<file path="src/rtl/segment_address_unit_pkg.sv">
// Shared constants for the segmented address unit: RAM widths, opcodes,
// segment prefixes/indices, fault codes and the output-stage FSM states.
package segment_address_unit_pkg;

  // RAM geometry
  localparam int addressLegth      = 16;
  localparam int instructionLength = 16;

  // Opcodes live in the top nibble of IR
  localparam int         OPCODE_WIDTH = 4;
  localparam logic [3:0] OP_GETDATA   = 4'h1;
  localparam logic [3:0] OP_SETDATA   = 4'h2;
  localparam logic [3:0] OP_PUSH      = 4'h3;
  localparam logic [3:0] OP_POP       = 4'h4;

  // Segment prefixes (top two physical address bits) and indices
  localparam logic [1:0] PREFIX_CS = 2'b00;
  localparam logic [1:0] PREFIX_DS = 2'b01;
  localparam logic [1:0] PREFIX_SS = 2'b10;
  localparam logic [1:0] PREFIX_ES = 2'b11;

  localparam int SEG_CS = 0;
  localparam int SEG_DS = 1;
  localparam int SEG_SS = 2;
  localparam int SEG_ES = 3;

  typedef enum logic [1:0] {
    FAULT_NONE      = 2'd0,
    FAULT_LIMIT     = 2'd1,
    FAULT_OVERFLOW  = 2'd2,
    FAULT_UNDERFLOW = 2'd3   // also used for an illegal opcode, told apart by segment
  } fault_t;

  typedef enum logic {
    ST_EMPTY = 1'b0,
    ST_FULL  = 1'b1
  } state_t;

  function automatic logic [1:0] seg_prefix(input int idx);
    case (idx % 4)
      SEG_CS:  seg_prefix = PREFIX_CS;
      SEG_DS:  seg_prefix = PREFIX_DS;
      SEG_SS:  seg_prefix = PREFIX_SS;
      default: seg_prefix = PREFIX_ES;
    endcase
  endfunction

endpackage

</file>
<file path="src/rtl/segment_address_unit_descriptor_file.sv">
// Segment base/limit registers: one write port, one combinational read port.
// Latency: a write is visible to the read port from the following cycle.
module segment_descriptor_file
  import segment_address_unit_pkg::*;
#(
  parameter int ADDR_WIDTH   = addressLegth,
  parameter int OFFSET_WIDTH = addressLegth - 2,
  parameter int SEG_COUNT    = 4,
  localparam int SEG_W       = $clog2(SEG_COUNT)
) (
  input  logic                    clk,
  input  logic                    rst,
  input  logic                    wr_en,
  input  logic [SEG_W-1:0]        wr_idx,
  input  logic [ADDR_WIDTH-1:0]   wr_base,
  input  logic [OFFSET_WIDTH-1:0] wr_limit,
  input  logic [SEG_W-1:0]        rd_idx,
  output logic [ADDR_WIDTH-1:0]   rd_base,
  output logic [OFFSET_WIDTH-1:0] rd_limit
);

  logic [ADDR_WIDTH-1:0]   base_q  [SEG_COUNT];
  logic [OFFSET_WIDTH-1:0] limit_q [SEG_COUNT];

  always_ff @(posedge clk) begin
    if (rst) begin
      for (int i = 0; i < SEG_COUNT; i++) begin
        base_q[i]  <= {seg_prefix(i), {(ADDR_WIDTH-2){1'b0}}};
        limit_q[i] <= '1;
      end
    end else if (wr_en) begin
      base_q[wr_idx]  <= wr_base;
      limit_q[wr_idx] <= wr_limit;
    end
  end

  assign rd_base  = base_q[rd_idx];
  assign rd_limit = limit_q[rd_idx];

endmodule

</file>
<file path="src/rtl/segment_address_unit.sv">
// Segment select, base+offset, limit/stack checks and SP ownership.
// Latency 1 cycle (registered output); while holding, req_ready follows out_ready.
module segment_address_unit
  import segment_address_unit_pkg::*;
#(
  parameter int                          ADDR_WIDTH   = addressLegth,
  parameter int                          OFFSET_WIDTH = addressLegth - 2,
  parameter int                          INSTR_WIDTH  = instructionLength,
  parameter int                          SEG_COUNT    = 4,
  parameter logic [OFFSET_WIDTH-1:0]     STACK_TOP    = '1,
  localparam int                         SEG_W        = $clog2(SEG_COUNT)
) (
  input  logic                    clk,
  input  logic                    rst,
  input  logic                    req_valid,
  output logic                    req_ready,
  input  logic [INSTR_WIDTH-1:0]  IR,
  input  logic [OFFSET_WIDTH-1:0] in_ADDR,
  input  logic                    select_code_segment,
  input  logic                    seg_override_en,
  input  logic [SEG_W-1:0]        seg_override_idx,
  input  logic                    seg_wr_en,
  input  logic [SEG_W-1:0]        seg_wr_idx,
  input  logic [ADDR_WIDTH-1:0]   seg_wr_base,
  input  logic [OFFSET_WIDTH-1:0] seg_wr_limit,
  output logic                    out_valid,
  input  logic                    out_ready,
  output logic [ADDR_WIDTH-1:0]   out_ADDR,
  output logic                    out_fault,
  output logic [1:0]              out_fault_code,
  output logic [SEG_W-1:0]        out_seg,
  output logic [OFFSET_WIDTH-1:0] sp
);

  state_t                  state_q, state_nxt;
  logic                    accept;
  logic [OPCODE_WIDTH-1:0] opcode;
  logic                    unused_ir_bits;
  logic                    is_push, is_pop, is_data;
  logic                    stack_op, illegal;
  logic [SEG_W-1:0]        sel_seg;
  logic [OFFSET_WIDTH-1:0] offset;
  logic [ADDR_WIDTH-1:0]   seg_base, phys_addr;
  logic [OFFSET_WIDTH-1:0] seg_limit;
  fault_t                  fault;
  logic                    sp_commit;

  assign opcode         = IR[INSTR_WIDTH-1 -: OPCODE_WIDTH];
  assign unused_ir_bits = ^IR[INSTR_WIDTH-OPCODE_WIDTH-1:0];
  assign is_push        = (opcode == OP_PUSH);
  assign is_pop         = (opcode == OP_POP);
  assign is_data        = (opcode == OP_GETDATA) || (opcode == OP_SETDATA);

  // Fetch and explicit override are plain memory accesses; only the
  // opcode-decoded PUSH/POP path touches the stack pointer.
  always_comb begin
    sel_seg  = SEG_W'(SEG_ES);
    stack_op = 1'b0;
    illegal  = 1'b0;
    if (select_code_segment) begin
      sel_seg = SEG_W'(SEG_CS);
    end else if (seg_override_en) begin
      sel_seg = seg_override_idx;
    end else if (is_data) begin
      sel_seg = SEG_W'(SEG_DS);
    end else if (is_push || is_pop) begin
      sel_seg  = SEG_W'(SEG_SS);
      stack_op = 1'b1;
    end else begin
      illegal = 1'b1;
    end
  end

  segment_descriptor_file #(
    .ADDR_WIDTH   (ADDR_WIDTH),
    .OFFSET_WIDTH (OFFSET_WIDTH),
    .SEG_COUNT    (SEG_COUNT)
  ) u_desc (
    .clk      (clk),
    .rst      (rst),
    .wr_en    (seg_wr_en),
    .wr_idx   (seg_wr_idx),
    .wr_base  (seg_wr_base),
    .wr_limit (seg_wr_limit),
    .rd_idx   (sel_seg),
    .rd_base  (seg_base),
    .rd_limit (seg_limit)
  );

  always_comb begin
    offset = in_ADDR;
    if (stack_op) begin
      offset = is_push ? (sp - OFFSET_WIDTH'(1)) : sp;
    end
  end

  assign phys_addr = seg_base + ADDR_WIDTH'(offset);

  always_comb begin
    fault = FAULT_NONE;
    if (illegal) begin
      fault = FAULT_UNDERFLOW;
    end else if (stack_op && is_push && (sp == '0)) begin
      fault = FAULT_OVERFLOW;
    end else if (stack_op && is_pop && (sp == STACK_TOP)) begin
      fault = FAULT_UNDERFLOW;
    end else if (offset > seg_limit) begin
      fault = FAULT_LIMIT;
    end
  end

  assign sp_commit = accept && stack_op && (fault == FAULT_NONE);

  always_comb begin
    state_nxt = state_q;
    req_ready = 1'b1;
    case (state_q)
      ST_EMPTY: begin
        if (req_valid) state_nxt = ST_FULL;
      end
      ST_FULL: begin
        req_ready = out_ready;
        if (out_ready && !req_valid) state_nxt = ST_EMPTY;
      end
      default: state_nxt = ST_EMPTY;
    endcase
  end

  assign accept    = req_valid && req_ready;
  assign out_valid = (state_q == ST_FULL);
  assign out_fault = (out_fault_code != 2'd0);

  always_ff @(posedge clk) begin
    if (rst) begin
      state_q        <= ST_EMPTY;
      out_ADDR       <= '0;
      out_fault_code <= 2'd0;
      out_seg        <= '0;
      sp             <= STACK_TOP;
    end else begin
      state_q <= state_nxt;
      if (accept) begin
        out_ADDR       <= illegal ? '0 : phys_addr;
        out_fault_code <= fault;
        out_seg        <= sel_seg;
      end
      if (sp_commit) begin
        sp <= is_push ? (sp - OFFSET_WIDTH'(1)) : (sp + OFFSET_WIDTH'(1));
      end
    end
  end

endmodule

</file>
<file path="config.mk">
export PLATFORM = sky130hd
export DESIGN_NAME = segment_address_unit
export DESIGN_NICKNAME = d
export VERILOG_FILES = /design/src/rtl/segment_address_unit_pkg.sv /design/src/rtl/segment_address_unit_descriptor_file.sv /design/src/rtl/segment_address_unit.sv
export SDC_FILE = /design/constraint.sdc
export NUM_CORES = 1
export LEC_CHECK = 0
export ABC_AREA = 0
export ABC_CLOCK_PERIOD_IN_PS = 4750
export BUFFER_PORTS_ARGS = -buffer_cell sky130_fd_sc_hd__buf_2
export CAP_MARGIN = 10
export CORE_ASPECT_RATIO = 0.9
export CORE_MARGIN = 2
export CORE_UTILIZATION = 58
export DETAILED_ROUTE_END_ITERATION = 8
export PLACE_DENSITY = 0.76
export SETUP_SLACK_MARGIN = 0.3
export SYNTH_ARGS = -nofsm -noshare
export SYNTH_HDL_FRONTEND = slang
export SYNTH_HIERARCHICAL = 1
export SYNTH_SLANG_ARGS = --single-unit
</file>
<file path="constraint.sdc">
create_clock -name clk -period 4.75 [get_ports clk]
set_input_delay 0.475 -clock clk [delete_from_list [all_inputs] [get_ports clk]]
set_output_delay 0.475 -clock clk [all_outputs]
set_load 0.02 [all_outputs]
</file>
Yosys cells after proc, flatten, opt, wreduce, memory -nomap -nowiden
Memory sizes are Yosys's and may differ from the RTL's.
Index checks and enable logic that the tools add are counted.
- register bits after elaboration: 35
- RAM bits: 120
- bits of input ports: 71
- output and inout bits: 37
- word-level logic and storage cells: 72
- memories: 2
- $add $sub $neg: 3
- order comparisons: 1
- eq/ne operators: 5
- mux-type cells: 39
- bitwise logic cells: 1
- reductions and logical operators: 16
- memory list (name ; depth ; bits a word ; read ports ; clocked after Yosys merged registers in ; write ports ; RTL line ; source):
    u_desc.base_q ; 4 ; 16 ; 1 ; 0 ; 4 ; segment_address_unit_descriptor_file.sv:22 ; logic [ADDR_WIDTH-1:0] base_q [SEG_COUNT];
    u_desc.limit_q ; 4 ; 14 ; 1 ; 0 ; 4 ; segment_address_unit_descriptor_file.sv:23 ; logic [OFFSET_WIDTH-1:0] limit_q [SEG_COUNT];
- operator list (cell ; count):
    14-bit two-way mux ; 4
    16-bit two-way mux ; 2
    2-bit two-way mux ; 12
    1-bit two-way mux ; 20
    16-bit by 14-bit adder with 16-bit output ; 1
    16-bit OR reduction ; 1
    14-bit by 1-bit adder with 14-bit output, second input constant ; 1
    14-bit equality test, second input constant ; 1
    14-bit greater-than comparator ; 1
    14-bit zero test ; 1
    14-bit OR reduction ; 1
    14-bit by 1-bit subtractor with 14-bit output, second input constant ; 1
    4-bit by 2-bit equality test with 1-bit output, second input constant ; 2
    1-bit logical AND ; 8
    4-bit by 1-bit equality test with 1-bit output, second input constant ; 1
    4-bit by 3-bit equality test with 1-bit output, second input constant ; 1
    2-bit zero test ; 1
    1-bit logical OR ; 2
    1-bit one-hot mux with 2 select lines ; 1
    2-bit nonzero test ; 1
    1-bit zero test ; 1
    1-bit NOT ; 1

Logic depth before layout (Yosys ltp)
Gate-level depths: netlist of the first run.
- word-level depth: 14
- mapped depth: 18
- gate-level depth less buffers: 16

By module
The synthesis of the first run kept the hierarchy.
- by module, submodules not included (module ; times used ; cells an instance ; area an instance (um^2) ; sequential area each (um^2)):
    segment_descriptor_file ; 1 ; 298 ; 5212.5 ; 3603.5
    segment_address_unit ; 1 ; 397 ; 3136.8 ; 700.7

Worst setup path before layout of the first run
No wires, ideal clock.
- path kind: input to register
- start point: input IR[14]
- end point: register out_ADDR[14]
- library setup time: 0.117 ns
- arrival: 3.524 ns
- data required time: 4.633 ns
- path slack: 1.109 ns
- cell stages on the path: 18
- path buffers: 2
- path through: nand4bb_1 > buf_4 > o31ai_4 > nor2_1 > a21oi_1 > nor2_1 > buf_4 > mux4_2 > ha_1 > inv_1 > fa_1 > inv_1 > a21o_1 > a41o_1 > a22oi_1 > a31oi_1 > xor2_1 > a22o_1
- word-level cells in the longest chain between the ends: 9
- elaborated cells on any way between the ends: 23
- classes of those cells: add/sub (1); eq/ne (4); mux (15); reduce/logical (2); memory (1)
- RTL lines (item ; RTL line ; source):
    start: declaration ; segment_address_unit.sv:17 ; input logic [INSTR_WIDTH-1:0] IR,
    4-bit by 2-bit equality test with 1-bit output / 4-bit by 3-bit equality test with 1-bit output (equally long branches) ; segment_address_unit.sv:50, segment_address_unit.sv:51 ;
    1-bit logical OR ; segment_address_unit.sv:66 ; end else if (is_push || is_pop) begin
    1-bit two-way mux ; segment_address_unit.sv:66 ;
    2-bit two-way mux (*) ; segment_address_unit.sv:64 ; end else if (is_data) begin
    2-bit two-way mux (*) ; segment_address_unit.sv:62 ; end else if (seg_override_en) begin
    2-bit two-way mux (*) ; segment_address_unit.sv:60 ; if (select_code_segment) begin
    via sel_seg[0] ; segment_address_unit.sv:41 ; logic [SEG_W-1:0] sel_seg;
    memory read 4 x 16 bit (*) ; n/a ;
    via seg_base[0] ; segment_address_unit.sv:43 ; logic [ADDR_WIDTH-1:0] seg_base, phys_addr;
    16-bit by 14-bit adder with 16-bit output (*) ; segment_address_unit.sv:97 ; assign phys_addr = seg_base + ADDR_WIDTH'(offset);
    16-bit two-way mux (*) ; segment_address_unit.sv:143 ; out_ADDR <= illegal ? '0 : phys_addr;
    end signal: assignment ; segment_address_unit.sv:143 ;
    end: declaration ; segment_address_unit.sv:28 ; output logic [ADDR_WIDTH-1:0] out_ADDR,
The timed path passes the listed nets; every way through them passes the cells marked *.
A chain may end at the register's enable or synchronous reset.

Final worst setup path of the first run
- start point: input IR[15]
- end point: register sp[6]
- word-level cells in the longest chain between the ends: 14
- elaborated cells on any way between the ends: 34
- classes of those cells: order compare (1); eq/ne (4); mux (19); reduce/logical (9); memory (1)
- RTL lines (item ; RTL line ; source):
    4-bit by 2-bit equality test with 1-bit output / 4-bit by 3-bit equality test with 1-bit output (equally long branches) ; segment_address_unit.sv:50, segment_address_unit.sv:51 ;
    1-bit logical OR ; segment_address_unit.sv:66 ;
    1-bit two-way mux ; segment_address_unit.sv:66 ;
    2-bit two-way mux / 1-bit two-way mux (equally long branches) ; segment_address_unit.sv:64 ;
    2-bit two-way mux / 1-bit two-way mux (equally long branches) ; segment_address_unit.sv:62 ;
    2-bit two-way mux / 1-bit two-way mux (equally long branches) ; segment_address_unit.sv:60 ;
    memory read 4 x 14 bit / 14-bit two-way mux (equally long branches) ; n/a ;
    14-bit greater-than comparator ; segment_address_unit.sv:107 ; end else if (offset > seg_limit) begin
    1-bit two-way mux ; segment_address_unit.sv:107 ;
    2-bit two-way mux ; segment_address_unit.sv:105 ; end else if (stack_op && is_pop && (sp == STACK_TOP)) begin
    2-bit two-way mux ; segment_address_unit.sv:103 ; end else if (stack_op && is_push && (sp == '0)) begin
    2-bit two-way mux ; segment_address_unit.sv:101 ; if (illegal) begin
    2-bit zero test ; segment_address_unit.sv:112 ; assign sp_commit = accept && stack_op && (fault == FAULT_NONE);
    1-bit logical AND ; segment_address_unit.sv:112 ;
    end signal: assignment ; segment_address_unit.sv:148 ; sp <= is_push ? (sp - OFFSET_WIDTH'(1)) : (sp + OFFSET_WIDTH'(1));
    end: declaration ; segment_address_unit.sv:32 ; output logic [OFFSET_WIDTH-1:0] sp
Several ways; a longest one is shown, not always the timed one.

==> summary.md, run 1 <==
| Metric | Value |
|---|---|
| Clk Latency, worst-skew pair | `0.44 ns` |
| CTS Hold Buffers Added | `0` |
| Hold crit path type | `input pin to flip-flop` |
| CP endpoint kind | `flip-flop` |
| DRT Wirelength | `19100 µm` |
| P_sw | `0.9801 mW` |
| Yosys warns | `6` |
| Port bufs | `95` |
| EDFF count, synth | `120` |
| Total track usage | `0.2600` |
| Post-synthesis net count | `799` |
| Crit path max fanout | `18` |
| Sink Count | `155` |
| Dominant cell type by area after synthesis | `edfxtp_1` |
| Ys async rst share | `0` |
| Clock slew seen by the registers of the worst setup and hold paths | `0.06 ns` |
| Leakage | `3.824 nW` |
| Synth top area cells | `edfxtp_1 43%, dfxtp_1 8.4%, mux4_2 8.1%` |
| Die height | `117.8 µm` |
| Unrepaired setup endpoints after global routing | `false` |
| Setup WS post-layout | `0.6690 ns` |
| Post-Syn Instances | `695` |
| Min Hold Slack | `0.2901 ns` |
| Die X | `130.5 µm` |
| Sw Share | `0.2681` |
| Final hold vios | `0` |
| Top-area cell type share of the netlist area | `0.4316` |
| Register area share after synthesis | `0.5155` |
| Antenna diode count | `0` |
| Worst-margin pin slew | `1.145 ns` |
| Top-count cell post-synth | `edfxtp_1` |
| Final slew viol count | `0` |
| Largest net degree at the start of global routing | `44` |
| Final Setup Violations | `0` |
| Post-synth top flop | `edfxtp_1` |
| Cts repair resizes | `0` |
| Via Count | `5816` |
| Setup repair bufs after CTS | `0` |
| CORE AREA | `0.01406 mm²` |
| DP Area | `0.009057 mm²` |
| Pwr/cell area | `377.8 mW/mm²` |
| Core Rows | `41` |
| Fmax | `245.0 MHz` |
| WL/cell | `19.15 µm` |
| Post-route design area | `0.009677 mm²` |
| Clock power share | `0.387` |
| Final Critical Period | `4.081 ns` |
| Initial core utilization | `0.5940` |
| Dpl ws | `0.2621 ns` |
| Worst EP required | `5.07 ns` |
| Syn Area/Cell | `12.01 µm²` |
| First-pass GRT wire length | `29990 µm` |
| TritonCTS buffer count | `17` |
| Logic pwr share | `0.174` |
| Area growth, synth to finish | `15.90%` |
| CTS root buf | `clkbuf_16` |
| Via density | `5.834` |
| Internal power | `2.676 mW` |
| Number of max-cap violations | `0` |
| Non-filler cells in the finished layout | `997` |
| CP startpoint kind | `input pin` |
| Routed Antenna Nets | `0` |
| CP Class | `input pin to flip-flop` |
| Sequential share of power | `0.439` |
| Initial antenna violation count | `0` |
| Post-synthesis register bit count | `155` |
| Status | `finished clean` |
| Gr ovfl total | `0` |
| Fin crit share | `0.8591` |
| Vias in the first global route | `5769` |
| Final nets | `895` |
| DRT Pass-1 Iters | `5` |
| Final Core Density | `0.6884` |
| Commonest cells in the netlist | `120 x edfxtp_1, 66 x nand2b_1, 62 x and2_1, 35 x dfxtp_1, 33 x nor2_1` |
| Worst VDD drop | `0.3361 mV` |
| Yosys cell types | `63` |
| Routability cong. | `0.9099` |
| DR iter-0 viols | `461` |
| CTS tree | `yes` |
| # H-tree levels | `4` |
| Worst EP arrival | `4.40 ns` |
| Fin Setup TNS | `0 ns` |
| Total power | `3.656 mW` |
| Max Root-Sink Buffers | `2` |
| Relative slew slack | `0.2335` |
| Post-Syn Area | `0.008349 mm²` |
| Share of cells above drive strength 1 | `0.2488` |
| Die Area | `0.01537 mm²` |
| I/O pin count | `108` |
| Skew final | `0.004809 ns` |
| Dpl hpwl | `13290 µm` |
| DRC | `0` |
| # placed instances | `965` |
[kinds of logic (layout without fill, tap and decap cells)]
kind of cell,count (synthesis),count (layout),share of synthesized area
flops,155,155,0.5155
simple gates,260,260,0.1839
buf+inv,66,175,0.03567
fa+ha+maj,33,33,0.05035
mux,34,34,0.08587
compound gates,121,121,0.1015
xor+xnor,26,26,0.02727
[metal layers]
metal	GRT usage	vias to the layer above	share of wire
li1	-	2750	-
met1	0.3511	2834	0.43
met2	0.4146	202	0.48
met3	0.06182	30	0.069
met4	0.09043	0	0.022
met5	0	-	0
[power groups by stage]
stage / Combinational, mW / Clock, mW / Sequential [mW]
4_1_cts: 0.637 / 1.43 / 1.61
6_report: 0.636 / 1.41 / 1.60
3_5_place_dp: 0.631 / 0 / 1.63
3_3_place_gp: 0.616 / 0 / 1.62
5_1_grt: 0.700 / 1.48 / 1.61
2_1_floorplan: 0.413 / 0 / 1.65
[final timing paths]
check,depth (start not counted),to,slack (ns),from
setup reg to reg,15,sp[6]$_SDFFE_PP1P_,0.71,sp[7]$_SDFFE_PP1P_
hold / removal,3,out_valid$_SDFF_PP0_,0.29,req_valid
hold reg to reg,2,out_seg[0]$_SDFFE_PP0P_,0.45,out_seg[0]$_SDFFE_PP0P_
setup / recovery,17,sp[6]$_SDFFE_PP1P_,0.67,IR[15]
[cell usage in the layout (no fill, tap or decap), types with 10 or more instances in the layout]
master / instances
a211oi_1: 10
a21oi_1: 26
and2_1: 62
buf_2: 95
buf_4: 16
clkbuf_16: 17
dfxtp_1: 35
edfxtp_1: 120
ha_1: 32
inv_1: 29
mux4_2: 30
nand2_1: 32
nand2b_1: 66
nor2_1: 32
nor3_1: 10
o21ai_0: 22
xnor2_1: 15
xor2_1: 11
[layout make-up]
type | instances | area (µm²)
Fill cell | 1045 | 4379
Sequential cell | 155 | 4304
Multi-Input combinational cell | 474 | 3770
Timing Repair Buffer | 113 | 635.6
Clock buffer | 17 | 425.4
Tap cell | 193 | 241.5
Clock inverter | 15 | 187.7
Inverter | 30 | 112.6
[critical path: stages]
cell and delay, ns:
buf_2 0.13, nand4bb_1 0.40, inv_2 0.25, nand3_1 0.18
nor3b_1 0.43, nand2_1 0.16, xor2_1 0.17, o21ai_0 0.32
buf_4 0.19, ha_1 0.16, nand4_1 0.15, nor4_1 0.29
a211oi_1 0.17, nor4bb_4 0.48, buf_12 0.21, and3_1 0.17
o21bai_1 0.06
[state kept, by name (all words and copies together) (netlist names)]
register and count:
u_desc/base_q 64, out_seg 2, out_ADDR 16, u_desc/limit_q 56, sp 14, out_fault_code 2
out_valid 1
Note: power is estimated with default switching activity, not from simulation.
==> run 2: changes to the inputs <==
Settings changed: ABC_CLOCK_PERIOD_IN_PS 4750 to 3850.
Clock period 4.75 ns to 3.85 ns, I/O delays scaled along.
==> run 2 against run 1 <==
Cell count increased by 5.9%. Global-route usage grew 1.0 points. Clock power rose by 16%. Count of clock-buffer cells in the layout up 2. First-iteration DRC count increased by 41%. Via count rose by 7.0%. Sequential power grew 24%. Total power is 24% higher. Critical endpoint is now sp[8]$_SDFFE_PP1P_. Largest power group unchanged.
==> summary.md, run 2 (synthesis results as in run 1) <==
| Metric | Value |
|---|---|
| TritonCTS buffer count | `17 (unchanged)` |
| Leakage | `4.124 nW (+7.9%)` |
| Reg2reg path depth | `17 (+2)` |
| Most frequent cells in the layout | `120 x edfxtp_1, 95 x buf_2, 71 x buf_4` |
| Cell Chain, Critical Path | `or4_4, or3_4, nor2_4, xnor2_2, o21ai_1, buf_4, ha_4, nand4_1, buf_4, nor2_4, o31ai_2, a21o_1, nor4bb_4, buf_12, buf_12, a211oi_2, a31oi_1` |
| Fin Setup TNS | `0 ns (unchanged)` |
| Gr ovfl total | `0 (unchanged)` |
| Initial core utilization | `0.5940 (unchanged)` |
| Final nets | `954 (+6.6%)` |
| Worst EP arrival | `3.89 ns (-0.51 ns)` |
| Total track usage | `0.2703 (+0.01035)` |
| I/O pin count | `108 (unchanged)` |
| CORE AREA | `0.01406 mm² (unchanged)` |
| Status | `finished clean` |
| Critical Path End | `sp[8]$_SDFFE_PP1P_` |
| Antenna diode count | `0 (unchanged)` |
| Unrepaired setup endpoints after global routing | `true` |
| Routed Antenna Nets | `0 (unchanged)` |
| Max Root-Sink Buffers | `2 (unchanged)` |
| Dpl hpwl | `13690 µm (+3.1%)` |
| Largest register by flop count | `u_desc/base_q` |
| DP Area | `0.009415 mm² (+4.0%)` |
| CP Class | `flip-flop to flip-flop` |
| Share of cells above drive strength 1 | `0.3372 (+0.08844)` |
| Clock slew seen by the registers of the worst setup and hold paths | `0.06 ns (about the same)` |
| Fillers | `950 (-9.1%)` |
| Post-route design area | `0.01034 mm² (+6.9%)` |
| Hold crit path type | `input pin to flip-flop` |
| Worst reg2reg endpoint | `sp[8]$_SDFFE_PP1P_` |
| Final Critical Period | `3.595 ns` |
| Largest regs | `u_desc/base_q: 64 flops, u_desc/limit_q: 56 flops, out_ADDR: 16 flops` |
| Die X | `130.5 µm (unchanged)` |
| Number of max-cap violations | `0 (unchanged)` |
| CTS Hold Buffers Added | `0 (unchanged)` |
| Most common cell after layout, fill and taps aside | `edfxtp_1` |
| Final hold vios | `0 (unchanged)` |
| Worst VDD drop | `0.3184 mV (-5.3%)` |
| Largest net degree at the start of global routing | `44 (unchanged)` |
| # H-tree levels | `4 (unchanged)` |
| CP Launch Point | `sp[7]$_SDFFE_PP1P_` |
| Clk Latency, worst-skew pair | `0.42 ns (-0.02 ns)` |
| CTS tree | `yes` |
| DR iter-0 viols | `649 (+41%)` |
| Core Rows | `41 (unchanged)` |
| Fmax | `278.2 MHz` |
| Die Area | `0.01537 mm² (unchanged)` |
| Skew final | `0.007380 ns (+0.002571 ns)` |
| CP endpoint kind | `flip-flop` |
| Min Hold Slack | `0.2288 ns (-0.06121 ns)` |
| CP Buf/Inv Count | `4 (unchanged)` |
| Via density | `5.891 (+0.99%)` |
| CP startpoint kind | `flip-flop` |
| Initial antenna violation count | `0 (unchanged)` |
| WL/cell | `19.40 µm (+1.3%)` |
| DRC | `0 (unchanged)` |
| Area growth, synth to finish | `23.89%` |
| Crit path max fanout | `9 (-9)` |
| DRT Pass-1 Iters | `5 (unchanged)` |
| Crit. path cell count | `17 (unchanged)` |
| Port bufs | `95 (unchanged)` |
| CP peak stage delay | `0.55 ns (+0.07 ns)` |
| Crit-path slowest cell | `or4_4` |
| Reg-to-reg slack, setup | `0.26 ns (-0.45 ns)` |
| Worst EP required | `4.15 ns (-0.92 ns)` |
| Worst r2r src | `sp[7]$_SDFFE_PP1P_` |
| Worst-margin pin slew | `0.9631 ns (-0.1818 ns)` |
| Die height | `117.8 µm (unchanged)` |
| Pwr/cell area | `438.4 mW/mm² (+16%)` |
| Sink Count | `155 (unchanged)` |
| Fin crit share | `0.9338` |
| First-pass GRT wire length | `31280 µm (+4.3%)` |
| CTS root buf | `clkbuf_16` |
| Max FFs per register | `64 (unchanged)` |
| Relative slew slack | `0.3579 (+0.1244)` |
| Via Count | `6221 (+7.0%)` |
| Final Setup Violations | `0 (unchanged)` |
| Top delay family on crit path | `simple AND/OR/NAND/NOR gates` |
| DRT Wirelength | `20490 µm (+7.3%)` |
| Final slew viol count | `0 (unchanged)` |
| Vias in the first global route | `6068 (+5.2%)` |
| Routability cong. | `0.9276 (+1.9%)` |
==> run 2: cell types whose count changed in the layout (fill, tap and decap cells not counted), moves of 5 or more <==
cell	change
buf_4	+55
o21ai_0	-6
a211oi_1	-5
a21oi_1	-5
a21oi_2	+5
==> run 2: how the worst min path moves through the flow <==
stage / from / endpoint / slack, ns / depth (start not counted)
2_1_floorplan: req_valid / out_valid$_SDFF_PP0_ / 0.51 / 2
3_3_place_gp: out_seg[0]$_SDFFE_PP0P_ / out_seg[0]$_SDFFE_PP0P_ / 0.45 / 2
3_5_place_dp: out_seg[0]$_SDFFE_PP0P_ / out_seg[0]$_SDFFE_PP0P_ / 0.46 / 2
4_1_cts: req_valid / out_valid$_SDFF_PP0_ / 0.21 / 3
5_1_grt: seg_wr_limit[5] / u_desc/limit_q[2][5]$_SDFFCE_PN1P_ / 0.24 / 2
6_report: req_valid / out_valid$_SDFF_PP0_ / 0.23 / 3
==> run 2: area by class of cell <==
type	instances	area [µm²]	area share
sequential	155	4305	0.4162
multi-input combinational	474	3991	0.3859
timing repair buffer	172	1120	0.1083
clock buffer	19	432.9	0.04185
tap	193	241.5	0.02335
clock inverter	13	140.1	0.01355
inverter	30	112.6	0.01089
==> run 2: metal layers <==
metal	vias to the layer above	share of wire	GRT usage
met2	267	0.48	0.4208
met1	3042	0.43	0.3671
met3	46	0.065	0.06182
met4	0	0.032	0.1137
li1	2866	-	-
met5	-	0	0
==> run 2: where the power goes <==
part | leakage (nW) | switching (mW) | internal [mW]
Clock | 0.279 | 0.676 | 0.959
Sequential | 1.47 | 0.0444 | 1.94
Combinational | 2.38 | 0.504 | 0.414
Total | 4.12 | 1.22 | 3.31
==> run 2: metrics by stage <==
stage / instances / util / setup WS, ns / total power [mW]
after detailed placement: 1011 / 0.6698 / -0.1314 / 2.868
after floorplan: 695 / - / 0.2993 / 2.543
after CTS: 1052 / 0.7200 / 0.2901 / 4.510
after global routing: 1056 / 0.7359 / 0.1484 / 4.699
after global placement: 1011 / 0.6698 / -0.006317 / 2.832
final: 1056 / 0.7359 / 0.2550 / 4.534
==> run 2: repair_timing <==
action,4_1_cts,5_1_grt
gates cloned,0,0
resized for setup,13,39
hold endpoints to repair,0,0
pin swaps,6,12
setup endpoints to repair,12,26
buffers inserted,9,4
==> run 2: worst reg2reg max path: stages, from the launching register on <==
cell and delay, ns:
dfxtp_1 0.31, or4_4 0.55, or3_4 0.36, nor2_4 0.11, xnor2_2 0.11, o21ai_1 0.10, buf_4 0.17, ha_4 0.27
nand4_1 0.19, buf_4 0.22, nor2_4 0.11, o31ai_2 0.07, a21o_1 0.17, nor4bb_4 0.17, buf_12 0.14, buf_12 0.13
a211oi_2 0.23, a31oi_1 0.06
